File: src/rtl/wave_measure_if.sv
// Sample/control/result bundle between a stimulus source and wave_measure.
interface wave_measure_if #(
    parameter int WIDTH = 16,
    parameter int CNT_W = 20
);
    logic signed [WIDTH-1:0] sample;
    logic                    sample_valid;
    logic                    start;
    logic                    busy;
    logic                    done;
    logic                    overflow;
    logic [CNT_W-1:0]        period;
    logic signed [WIDTH-1:0] peak;
    logic signed [WIDTH-1:0] trough;
    logic [WIDTH-1:0]        amp;
    logic signed [WIDTH-1:0] dc;

    modport master (
        output sample, sample_valid, start,
        input  busy, done, overflow, period, peak, trough, amp, dc
    );

    modport slave (
        input  sample, sample_valid, start,
        output busy, done, overflow, period, peak, trough, amp, dc
    );
endinterface

File: src/rtl/wave_measure.sv
// Measures one full period of a signed sample stream between rising zero crossings.
// Define WAVE_MEASURE_DCOFF_EN to build the amp/dc arithmetic; otherwise both read 0.
module wave_measure #(
    parameter int WIDTH = 16,
    parameter int CNT_W = 20,
    parameter int HYST  = 64
) (
    input  logic           clk,
    input  logic           reset,
    wave_measure_if.slave  bus
);
    typedef enum logic [1:0] {IDLE, ARM, SYNC, MEASURE} state_t;

    localparam logic signed [WIDTH-1:0] NEG_HYST = WIDTH'(-HYST);

    state_t                  r_state;
    logic [CNT_W-1:0]        r_cnt;
    logic signed [WIDTH-1:0] r_pk;
    logic signed [WIDTH-1:0] r_tr;
    logic                    r_arm;
    logic                    r_busy;
    logic                    r_done;
    logic                    r_overflow;
    logic [CNT_W-1:0]        r_period;
    logic signed [WIDTH-1:0] r_peak;
    logic signed [WIDTH-1:0] r_trough;

    logic w_arming;
    logic w_cross;
    logic w_sat;
    logic w_end;

    assign w_arming = bus.sample_valid && (bus.sample <= NEG_HYST);
    assign w_cross  = bus.sample_valid && r_arm && !bus.sample[WIDTH-1];
    // The crossing wins over saturation when both would apply.
    assign w_sat    = bus.sample_valid && !w_cross && (&r_cnt);
    assign w_end    = (r_state == MEASURE) && (w_cross || w_sat);

    // NOTE: sequential state uses non-blocking assignments so every register
    // sees the pre-edge values of the others, regardless of statement order.
    always_ff @(posedge clk or negedge reset) begin
        if (!reset) begin
            r_state    <= IDLE;
            r_cnt      <= '0;
            r_pk       <= '0;
            r_tr       <= '0;
            r_arm      <= 1'b0;
            r_busy     <= 1'b0;
            r_done     <= 1'b0;
            r_overflow <= 1'b0;
            r_period   <= '0;
            r_peak     <= '0;
            r_trough   <= '0;
        end else begin
            r_done <= 1'b0;
            case (r_state)
                IDLE: begin
                    if (bus.start) begin
                        r_state <= ARM;
                        r_busy  <= 1'b1;
                    end
                end
                ARM: begin
                    if (w_arming) begin
                        r_arm   <= 1'b1;
                        r_state <= SYNC;
                    end else if (w_cross) begin
                        r_arm <= 1'b0;
                    end
                end
                SYNC: begin
                    if (w_cross) begin
                        r_cnt   <= CNT_W'(1);
                        r_pk    <= bus.sample;
                        r_tr    <= bus.sample;
                        r_arm   <= 1'b0;
                        r_state <= MEASURE;
                    end else if (w_arming) begin
                        r_arm <= 1'b1;
                    end
                end
                MEASURE: begin
                    if (w_end) begin
                        // Results come from the running extremes; the ending sample is excluded.
                        r_period   <= w_cross ? r_cnt : '1;
                        r_overflow <= w_sat;
                        r_peak     <= r_pk;
                        r_trough   <= r_tr;
                        r_done     <= 1'b1;
                        r_busy     <= 1'b0;
                        r_state    <= IDLE;
                        if (w_cross) begin
                            r_arm <= 1'b0;
                        end
                    end else if (bus.sample_valid) begin
                        r_cnt <= r_cnt + CNT_W'(1);
                        if (bus.sample > r_pk) begin
                            r_pk <= bus.sample;
                        end
                        if (bus.sample < r_tr) begin
                            r_tr <= bus.sample;
                        end
                        if (w_arming) begin
                            r_arm <= 1'b1;
                        end
                    end
                end
                default: r_state <= IDLE;
            endcase
        end
    end

    assign bus.busy     = r_busy;
    assign bus.done     = r_done;
    assign bus.overflow = r_overflow;
    assign bus.period   = r_period;
    assign bus.peak     = r_peak;
    assign bus.trough   = r_trough;

`ifdef WAVE_MEASURE_DCOFF_EN
    logic [WIDTH:0]   w_diff;
    logic [WIDTH:0]   w_sum;
    logic [WIDTH-1:0] r_amp;
    logic [WIDTH-1:0] r_dc;

    // One extra bit so full-scale peak/trough cannot wrap before the halving.
    assign w_diff = {r_pk[WIDTH-1], r_pk} - {r_tr[WIDTH-1], r_tr};
    assign w_sum  = {r_pk[WIDTH-1], r_pk} + {r_tr[WIDTH-1], r_tr};

    always_ff @(posedge clk or negedge reset) begin
        if (!reset) begin
            r_amp <= '0;
            r_dc  <= '0;
        end else if (w_end) begin
            r_amp <= w_diff[WIDTH:1];
            r_dc  <= w_sum[WIDTH:1];
        end
    end

    assign bus.amp = r_amp;
    assign bus.dc  = r_dc;
`else
    assign bus.amp = '0;
    assign bus.dc  = '0;
`endif
endmodule

File: src/flat_wrapper.sv
// flat-port wrapper written by rule: the top's interface ports become plain ports
module wave_measure_flat 
#(
    parameter int WIDTH = 16,
    parameter int CNT_W = 20,
    parameter int HYST  = 64
)
  (clk, reset, bus_sample, bus_sample_valid, bus_start, bus_busy, bus_done, bus_overflow, bus_period, bus_peak, bus_trough, bus_amp, bus_dc);
  wave_measure_if #(.WIDTH(WIDTH), .CNT_W(CNT_W)) bus_i ();
  input  logic clk;
  input  logic reset;
  input wire logic [$bits(bus_i.sample)-1:0] bus_sample;
  input wire logic [$bits(bus_i.sample_valid)-1:0] bus_sample_valid;
  input wire logic [$bits(bus_i.start)-1:0] bus_start;
  output wire logic [$bits(bus_i.busy)-1:0] bus_busy;
  output wire logic [$bits(bus_i.done)-1:0] bus_done;
  output wire logic [$bits(bus_i.overflow)-1:0] bus_overflow;
  output wire logic [$bits(bus_i.period)-1:0] bus_period;
  output wire logic [$bits(bus_i.peak)-1:0] bus_peak;
  output wire logic [$bits(bus_i.trough)-1:0] bus_trough;
  output wire logic [$bits(bus_i.amp)-1:0] bus_amp;
  output wire logic [$bits(bus_i.dc)-1:0] bus_dc;
  assign bus_i.sample = bus_sample;
  assign bus_i.sample_valid = bus_sample_valid;
  assign bus_i.start = bus_start;
  assign bus_busy = bus_i.busy;
  assign bus_done = bus_i.done;
  assign bus_overflow = bus_i.overflow;
  assign bus_period = bus_i.period;
  assign bus_peak = bus_i.peak;
  assign bus_trough = bus_i.trough;
  assign bus_amp = bus_i.amp;
  assign bus_dc = bus_i.dc;
  wave_measure #(.WIDTH(WIDTH), .CNT_W(CNT_W), .HYST(HYST)) u_core (.clk(clk), .reset(reset), .bus(bus_i));
endmodule
File: config.mk
export PLATFORM = sky130hd
export DESIGN_NAME = wave_measure_flat
export DESIGN_NICKNAME = d
export VERILOG_FILES = /design/src/rtl/wave_measure_if.sv /design/src/rtl/wave_measure.sv /design/src/flat_wrapper.sv
export SDC_FILE = /design/constraint.sdc
export NUM_CORES = 1
export LEC_CHECK = 0
export CAP_MARGIN = 20
export CORE_UTILIZATION = 35
export DETAILED_ROUTE_END_ITERATION = 6
export GPL_TIMING_DRIVEN = 0
export SLEW_MARGIN = 10
export SYNTH_ARGS = -nofsm -noshare
export SYNTH_HDL_FRONTEND = slang
export SYNTH_SLANG_ARGS = --single-unit
File: constraint.sdc
create_clock -name clk -period 3 [get_ports clk]
set_input_delay 0.6 -clock clk [delete_from_list [all_inputs] [get_ports clk]]
set_output_delay 0.6 -clock clk [all_outputs]
set_load 0.02 [all_outputs]
* Word level (Yosys, flattened, before mapping)
Index checks and enable logic that the tools add are counted.
** Word-level totals
- Logic and storage cells :: 79
- Flip-flop bits (word level) :: 110
** Operators by class
- Equal/unequal tests :: 12
- Multiplexer cells :: 31
- Magnitude comparators :: 3
- Add/subtract/negate cells :: 1
- Reduce and logical (&&, ||, !) cells :: 21
** Operator list (number)
- $mux 16 :: 7
- $mux 20 :: 4
- $pmux 16 s2 :: 2
- $pmux 20 s2 :: 1
- $add 20x1->20 const B :: 1
- $reduce_and 20->1 :: 1
- $gt 16x16->1 :: 1
- $le 16x7->1 const B :: 1
- $lt 16x16->1 :: 1
- $mux 1 :: 10
- $ne 2x2->1 const B :: 5
- $reduce_and 5->1 :: 2
- $mux 2 :: 4
- $pmux 2 s4 :: 1
- $reduce_and 4->1 :: 2
- $logic_and 1x1->1 :: 6
- $ne 2x1->1 const B :: 3
- $eq 2x2->1 const B :: 2
- $reduce_and 2->1 :: 2
- $reduce_bool 2->1 :: 2
- $ne 3x2->1 const B :: 1
- $pmux 1 s3 :: 1
- $reduce_and 3->1 :: 1
- $reduce_bool 3->1 :: 1
- other kinds (5) :: 6

* Logic depth before layout (Yosys ltp)
Gate-level depths: netlist of run 1.
- Depth after elaboration :: 9
- Gate-level depth with buffers :: 10
- Mapped depth without buffers :: 8

* Worst setup path before layout of run 1
OpenSTA, ideal clock, no wires.
- Path type :: input-to-reg
- From :: input bus_sample[15]
- To :: register u_core.r_tr[10]
- Cell stages on the path :: 8
- Slack :: 0.172 ns
- Data required time :: 2.875 ns
- Library setup time :: 0.125 ns
- Data arrival time :: 2.703 ns
- Buffers on the path :: 1
- Cells stage by stage :: ha_1 -> nand4_2 -> nor2_1 -> or3_1 -> or4_4 -> a31oi_4 -> buf_12 -> mux2_4
** On the way
- Cells in the longest elaborated chain, start to end :: 9
- Elaborated cells between the ends (all ways) :: 12
- Those cells by class :: 1 x order compare; 3 x eq/ne; 8 x reduce/logical
** Ends and longest elaborated chain
- start, declared :: line flat_wrapper.sv:12 : input wire logic [$bits(bus_i.sample)-1:0] bus_sample;
- parallel branches: the longest is 8 deep, another holds $lt 16x16->1
- $reduce_and 5->1 (no source line) (*)
- end signal, assigned :: line wave_measure.sv:75 : r_tr <= bus.sample;
- end signal, assigned :: line wave_measure.sv:101 : r_tr <= bus.sample;
- end, declared :: line wave_measure.sv:19 : logic signed [WIDTH-1:0] r_tr;
Mark *: on every way between the ends.
A chain may end at the register's enable or synchronous reset.

* Worst setup path in the final report of run 1
- From :: input bus_sample[1]
- To :: register u_core.r_tr[11]
** On the way
- Cells in the longest elaborated chain, start to end :: 3
** Ends and longest elaborated chain
- $lt 16x16->1 :: line wave_measure.sv:100 : if (bus.sample < r_tr) begin
- $ne 2x2->1 (no source line)
- $reduce_and 5->1 (no source line)
No other way between the ends.

==> out/qor.csv, run 1 <==
metric,value,unit
internal portion of total power,4.50,mW
fraction of power consumed by the clock network,18.5,%
setup clock skew after layout,0.0109,ns
area share of the largest cell type after synthesis,47.9,%
cells taking the most area after synthesis,"sky130_fd_sc_hd__dfrtp_1 48%, sky130_fd_sc_hd__mux2_2 11%, sky130_fd_sc_hd__ha_1 8.1%, sky130_fd_sc_hd__buf_4 4.2%, sky130_fd_sc_hd__o22a_1 3.0%",
number of primary I/O pins,107,
total via count in the routed design,4028,
total clock sinks,110,
number of inserted filler cells in the final layout,1510,
number of nets in the layout,670,
CTS tree,built,
proportion of total power due to net switching,35.6,%
path type of the worst min-delay path,in -> async,
Critical Path Source Type,input pin,
number of detailed-route iterations in the first pass,4,
worst endpoint required time,3.24,ns
Final Hold Vio Count,0,
Synth Register Bits,110,
most frequent cells after synthesis,"110 x sky130_fd_sc_hd__dfrtp_1, 55 x sky130_fd_sc_hd__mux2_2, 40 x sky130_fd_sc_hd__inv_1, 37 x sky130_fd_sc_hd__ha_1, 32 x sky130_fd_sc_hd__buf_4",
wire length after detailed routing,12800,µm
width of the die,130,µm
post-route fraction of the period consumed by the critical path,97.9,%
layout cell share with drive strength beyond 1,22.0,%
total power of the final layout,6.97,mW
overall die area,0.0169,mm²
Peak VDD IR,0.000598,V
reg2reg path depth,9,
Reg power frac,36.2,%
RR Startpoint,u_core.r_tr[14],
count of input and output buffers,74,
max frequency,340,MHz
global-route wire length before repair,20800,µm
core region area,0.0159,mm²
1st-iter DRT viols,175,
DP Area,0.00691,mm²
number of instances in the synthesized netlist,494,
unrepaired setup endpoints after global routing,yes,
number of levels in the clock H-tree,3,
via count of the first global-routing pass,4099,
Final Setup Violations,0,
chip height,130,µm
combinational power share,45.3,%
number of antenna diodes,0,
power density of the placed cells,957,mW/mm²
Max-cap violations,0,
data arrival at the endpoint of the critical path,3.18,ns
Routability Congestion,0.787,
total routing resource utilization after global routing,16.2,%
row count,46,
type of the worst setup path,in -> reg,
Slew HR,64.1,%
YS warnings,0,
gr ovfl total,0,
Worst-Margin Slew,0.538,ns
Synth async-reset ratio,100,%
initial cell density of the core,36.1,%
total clock buffers created by CTS,9,
"Hold-fix buffers, CTS",0,
most frequent cell after synthesis,sky130_fd_sc_hd__dfrtp_1,
capturing point of the worst reg2reg path,u_core.r_tr[11],
outcome,finished clean,
clock edge transition at the registers on the reported setup and hold paths,0.07,ns
setup slack of the most critical reg-to-reg path,0.29,ns
sequential share of the synthesized area,47.9,%
clock period minus worst slack,2.94,ns
static leakage,3.43,nW
"Area growth, synth to finish",26.8,%
DRC viols,0,
via density per instance,4.84,
worst setup path start,bus_sample[1],
number of antenna-violating nets in the routed design,0,
number of synthesized flops with an enable pin,0,
count of unique library cells instantiated by Yosys,51,
average routed wire per standard cell,15.3,µm
clock insertion delay at the later pin of the skew report,0.36,ns
maximum fanout along the worst path,10,
maximum number of pins on one net before global-route repair,82,
Bufs on Longest Clock Path,2,
cell area after technology mapping,0.00575,mm²
cell taking the most area after synthesis,sky130_fd_sc_hd__dfrtp_1,
clock root buffer master,sky130_fd_sc_hd__clkbuf_16,
switching power total,2.48,mW
post-route cell area,0.00729,mm²
Post-DP HPWL,9380,µm
Setup Total Neg Slack,0,ns
Setup crit end kind,flop,
initial antenna violation count,0,
max-slew violation total from the final report,0,
"Top FF cell, synth",sky130_fd_sc_hd__dfrtp_1,
destination of the critical timing path,u_core.r_tr[11],
Post-Syn Area per Cell,11.6,µm²
## worst max-delay path: stages
cell	delay (ns)
sky130_fd_sc_hd__clkdlybuf4s50_1	0.52
sky130_fd_sc_hd__ha_1	0.38
sky130_fd_sc_hd__a2111oi_4	0.38
sky130_fd_sc_hd__a2111oi_4	0.11
sky130_fd_sc_hd__or4_4	0.44
sky130_fd_sc_hd__a31oi_4	0.24
sky130_fd_sc_hd__buf_12	0.19
sky130_fd_sc_hd__mux2_4	0.30
## metrics by stage
step / setup slack, ns / hold WS, ns / std cells / util (%)
finish: 0.0629 / 0.116 / 833 / 45.7
detailed placement: -0.850 / 0.482 / 816 / 43.3
global placement: -2.85 / 0.470 / 815 / 43.1
floorplan: 0.172 / 0.304 / 525 / -
CTS: 0.0214 / 0.108 / 833 / 45.6
global route: -0.00243 / 0.125 / 833 / 45.7
## power by group through the flow
stage / Clock [mW] / Combinational (mW) / Sequential, mW
finish: 1.29 / 3.16 / 2.52
global route: 1.39 / 3.45 / 2.61
CTS: 1.33 / 3.20 / 2.53
detailed placement: 0 / 3.13 / 2.55
global placement: 0 / 3.05 / 2.52
floorplan: 0 / 1.60 / 2.86
## metal layers
| layer | GRT usage, % | wire [µm] | vias up |
|---|---|---|---|
| li1 | - | - | 1929 |
| met1 | 20.0 | 5670 | 1985 |
| met2 | 28.2 | 6390 | 102 |
| met3 | 3.36 | 527 | 12 |
| met4 | 5.34 | 183 | 0 |
| met5 | 0 | 0 | - |
## registers in the layout, summed over array words and instances, names as in the netlist
signal,flops
u_core.r_tr,16
u_core.bus.peak,16
u_core.bus.trough,16
u_core.r_arm,1
u_core.bus.overflow,1
u_core.bus.done,1
u_core.r_cnt,20
u_core.bus.period,20
u_core.r_state,2
u_core.r_pk,16
u_core.bus.busy,1
## cell usage in the layout, fill, tap and decap left out, types with 3 or more instances in the layout
cell / n
sky130_fd_sc_hd__and3_1: 8
sky130_fd_sc_hd__clkdlybuf4s50_1: 62
sky130_fd_sc_hd__mux2_2: 55
sky130_fd_sc_hd__xor2_1: 15
sky130_fd_sc_hd__o22a_1: 20
sky130_fd_sc_hd__or3_1: 4
sky130_fd_sc_hd__o21ai_0: 9
sky130_fd_sc_hd__nor2_1: 21
sky130_fd_sc_hd__buf_4: 33
sky130_fd_sc_hd__or4_4: 3
sky130_fd_sc_hd__a21o_1: 4
sky130_fd_sc_hd__nand3_1: 10
sky130_fd_sc_hd__buf_2: 5
sky130_fd_sc_hd__nor3_1: 7
sky130_fd_sc_hd__conb_1: 32
sky130_fd_sc_hd__clkbuf_16: 9
sky130_fd_sc_hd__dlymetal6s2s_1: 3
sky130_fd_sc_hd__nand2_1: 17
sky130_fd_sc_hd__ha_1: 36
sky130_fd_sc_hd__mux2_4: 10
sky130_fd_sc_hd__inv_1: 40
sky130_fd_sc_hd__clkbuf_1: 8
sky130_fd_sc_hd__and2_1: 5
sky130_fd_sc_hd__dlygate4sd2_1: 8
sky130_fd_sc_hd__a21oi_1: 16
sky130_fd_sc_hd__nand4_1: 20
sky130_fd_sc_hd__dfrtp_1: 110
## area by class of cell
class,count,area (µm²),share of cell area (%)
flip-flops and latches,110,2750,37.8
repair buffers,77,795,10.9
plain buffers,49,334,4.58
clock inverters,5,82.6,1.13
well taps,216,270,3.71
clock buffers,10,239,3.28
multi-input cells,326,2670,36.6
inverters,40,150,2.06
## timing repair
item                                    in CTS  in global routing
setup buffers                                2                  0
cloned                                       0                  0
pin swaps                                    2                  2
resized for setup                           11                  5
endpoints found under the setup margin      31                 31
## cell families (layout without fill, tap and decap cells)
logic type / Yosys count / after routing / synth area share (%)
AND/OR/NAND/NOR: 106 / 106 / 10.1
multiplexers: 67 / 67 / 13.7
AO/OA/AOI/OAI: 69 / 69 / 9.49
flip-flops: 110 / 110 / 47.9
other: 1 / 32 / 0.0652
adder cells (fa/ha/maj): 37 / 37 / 8.05
XOR/XNOR: 15 / 15 / 2.28
buffers and inverters: 89 / 181 / 8.42
## worst min-delay path by stage
| stage | to | depth (start not counted) |
|---|---|---|
| 3_5_place_dp | u_core.bus.period[13] | 1 |
| 2_1_floorplan | u_core.bus.busy | 0 |
| 6_report | u_core.bus.period[8] | 1 |
| 3_3_place_gp | u_core.bus.period[7] | 1 |
| 5_1_grt | u_core.bus.period[7] | 1 |
| 4_1_cts | u_core.r_cnt[2] | 1 |
(Power assumes the default switching activity.)
==> run 2, diff against run 1 <==
- TNS_END_PERCENT: default -> 30
==> results of run 2 <==
The final DEF is identical to that of run 1; final timing and power are the same.
==> run 3, diff against run 2 <==
- clock period: 3 -> 2.55 ns (I/O delays scaled with it)
==> run 3 against run 2 <==
Against the previous run:
- the flow now finishes with violations (setup timing)
- worst hold slack got worse by 0.11 ns
- utilization rose by 2.2 points
- cell count grew 0.96%
- non-clock buffer count is 7 higher
- first-iteration DRC count is 20% higher
==> out/qor.csv, run 3 (same netlist as run 1, synthesis figures left out) <==
metric,value,unit,change
number of detailed-route iterations in the first pass,4,,unchanged
Bufs on Longest Clock Path,2,,unchanged
type of the worst setup path,in -> reg,,
unrepaired setup endpoints after global routing,yes,,
chip height,130,µm,unchanged
maximum number of pins on one net before global-route repair,87,,+6.1%
via count of the first global-routing pass,4164,,+1.6%
via density per instance,4.83,,about the same
worst stage delay on the critical path,0.54,ns,+0.02 ns
Routability Congestion,0.838,,+6.5%
wire length after detailed routing,13000,µm,+1.5%
global-route wire length before repair,21400,µm,+2.7%
number of primary I/O pins,107,,unchanged
Worst-Margin Slew,0.643,ns,+0.105 ns
multi-input logic area,0.00294,mm²,+10%
number of nets in the layout,677,,+1.0%
maximum fanout along the worst path,5,,-5
outcome,"complete, but fails checks",,
"leading cell type in the layout, fill and taps excluded",sky130_fd_sc_hd__dfrtp_1,,
total routing resource utilization after global routing,16.5,%,+0.29 points
Slew HR,56.7,%,-7.4 points
width of the die,130,µm,unchanged
power density of the placed cells,1130,mW/mm²,+18%
DRC viols,0,,unchanged
gr ovfl total,0,,unchanged
Setup crit end kind,flop,,
clock insertion delay at the later pin of the skew report,0.35,ns,about the same
static leakage,3.54,nW,+3.3%
proportion of total power due to net switching,35.7,%,+0.19 points
total clock buffers created by CTS,9,,unchanged
Post-DP HPWL,9430,µm,+0.50%
Peak VDD IR,0.000570,V,-4.7%
post-route fraction of the period consumed by the critical path,105,%,
Fin Hold WS,0.00933,ns,-0.106 ns
layout cell share with drive strength beyond 1,29.4,%,+7.4 points
initial antenna violation count,0,,unchanged
met1 capacity usage during global routing,19.9,%,-0.094 points
Setup Total Neg Slack,-2.33,ns,-2.33 ns
RR Startpoint,u_core.r_tr[1],,
met3 track demand over resource in global routing,4.35,%,+0.98 points
Bufs and invs on worst path,3,,+1
routing layer with the top usage in global route,met2,,
"top library cells by usage in the layout, fill and taps aside","110 x sky130_fd_sc_hd__dfrtp_1, 57 x sky130_fd_sc_hd__clkdlybuf4s50_1, 37 x sky130_fd_sc_hd__buf_4",,
number of antenna diodes,0,,unchanged
initial cell density of the core,36.1,%,unchanged
1st-iter DRT viols,210,,+20%
path type of the worst min-delay path,in -> async,,
"Largest delay share family, worst path",compound AO/OA/AOI/OAI gates,,
fraction of power consumed by the clock network,16.4,%,-2.1 points
critical-path cell with the highest stage delay,sky130_fd_sc_hd__or4_4,,
row count,46,,unchanged
"Hold-fix buffers, CTS",0,,unchanged
Final Hold Vio Count,0,,unchanged
Finished Layout Cells,841,,+0.96%
"Area growth, synth to finish",32.9,%,
Storage cell area,0.00275,mm²,unchanged
total power of the final layout,8.64,mW,+24%
total clock sinks,110,,unchanged
setup clock skew after layout,0.00866,ns,-0.00227 ns
max frequency,375,MHz,
Worst Slack Setup Final,-0.117,ns,-0.180 ns
placed insts,816,,unchanged
data arrival at the endpoint of the critical path,2.91,ns,-0.27 ns
max-slew violation total from the final report,0,,unchanged
global-route track usage on met2,29.2,%,+0.94 points
failing checks,setup timing,,
combinational power share,49.4,%,+4.1 points
internal portion of total power,5.55,mW,+23%
number of levels in the clock H-tree,3,,unchanged
average routed wire per standard cell,15.4,µm,+0.49%
count of input and output buffers,74,,unchanged
worst endpoint required time,2.79,ns,-0.45 ns
number of antenna-violating nets in the routed design,0,,unchanged
Critical Path Source Type,input pin,,
worst-case setup slack after placement,-1.21,ns,-0.355 ns
Max-cap violations,0,,unchanged
number of inserted filler cells in the final layout,1454,,-3.7%
Final Setup Violations,31,,+31
Reg power frac,34.2,%,-2.0 points
core region area,0.0159,mm²,unchanged
switching power total,3.09,mW,+25%
CTS tree,built,,
clock root buffer master,sky130_fd_sc_hd__clkbuf_16,,
cells along the critical path,clkdlybuf4s15_1 -> ha_4 -> a2111oi_4 -> a2111oi_4 -> or4_4 -> a31oi_4 -> buf_12 -> buf_12 -> mux2_4,,
worst setup path start,bus_sample[1],,
clock period minus worst slack,2.67,ns,
total via count in the routed design,4064,,+0.89%
overall die area,0.0169,mm²,unchanged
clock edge transition at the registers on the reported setup and hold paths,0.07,ns,about the same
-- run 3: final timing paths --
check | endpoint | slack, ns | cells past startpoint
setup / recovery | u_core.r_tr[8] | -0.12 | 9
hold / removal | u_core.bus.period[3] | 0.009 | 1
setup reg to reg | u_core.r_tr[8] | -0.08 | 9
hold reg to reg | u_core.bus.period[17] | 0.49 | 1
max in group asynchronous | u_core.r_pk[10] | 1.83 | 2
min in group clk | u_core.bus.period[17] | 0.49 | 1
-- run 3: repair_timing --
item | 4_1_cts | 5_1_grt
pin swaps | 7 | 6
gates cloned | 1 | 0
gates resized for setup | 59 | 25
hold endpoints to repair | 0 | 0
setup endpoints to repair | 94 | 74
setup buffers | 8 | 1
-- run 3: power by group through the flow --
stage / Clock, mW / Sequential (mW) / Combinational [mW]
6_report: 1.41 / 2.96 / 4.27
5_1_grt: 1.53 / 3.07 / 4.61
4_1_cts: 1.46 / 2.97 / 4.17
3_5_place_dp: 0 / 3.00 / 3.93
2_1_floorplan: 0 / 3.37 / 2.11
3_3_place_gp: 0 / 2.97 / 3.83
-- run 3: metal layers --
metal	routed length [µm]	up-vias	part of all wire [%]
li1	-	1950	-
met5	0	-	0
met1	5830	2006	45
met2	6520	101	50
met4	62	0	0.48
met3	534	7	4.1
-- run 3: through the flow --
step / cell area [µm²] / util [%]
floorplan: 6070 / -
global placement: 7080 / 44.4
detailed placement: 7110 / 44.6
CTS: 7550 / 47.4
global route: 7640 / 47.9
finish: 7640 / 47.9
-- run 3: final cells by class --
| cell class | count | share of cell area [%] |
|---|---|---|
| Inverter | 40 | 1.96 |
| Buffer | 49 | 4.70 |
| Multi-Input combinational cell | 326 | 38.5 |
| Clock inverter | 6 | 0.917 |
| Sequential cell | 110 | 36.0 |
| Clock buffer | 10 | 3.00 |
| Tap cell | 216 | 3.54 |
| Timing Repair Buffer | 84 | 11.4 |
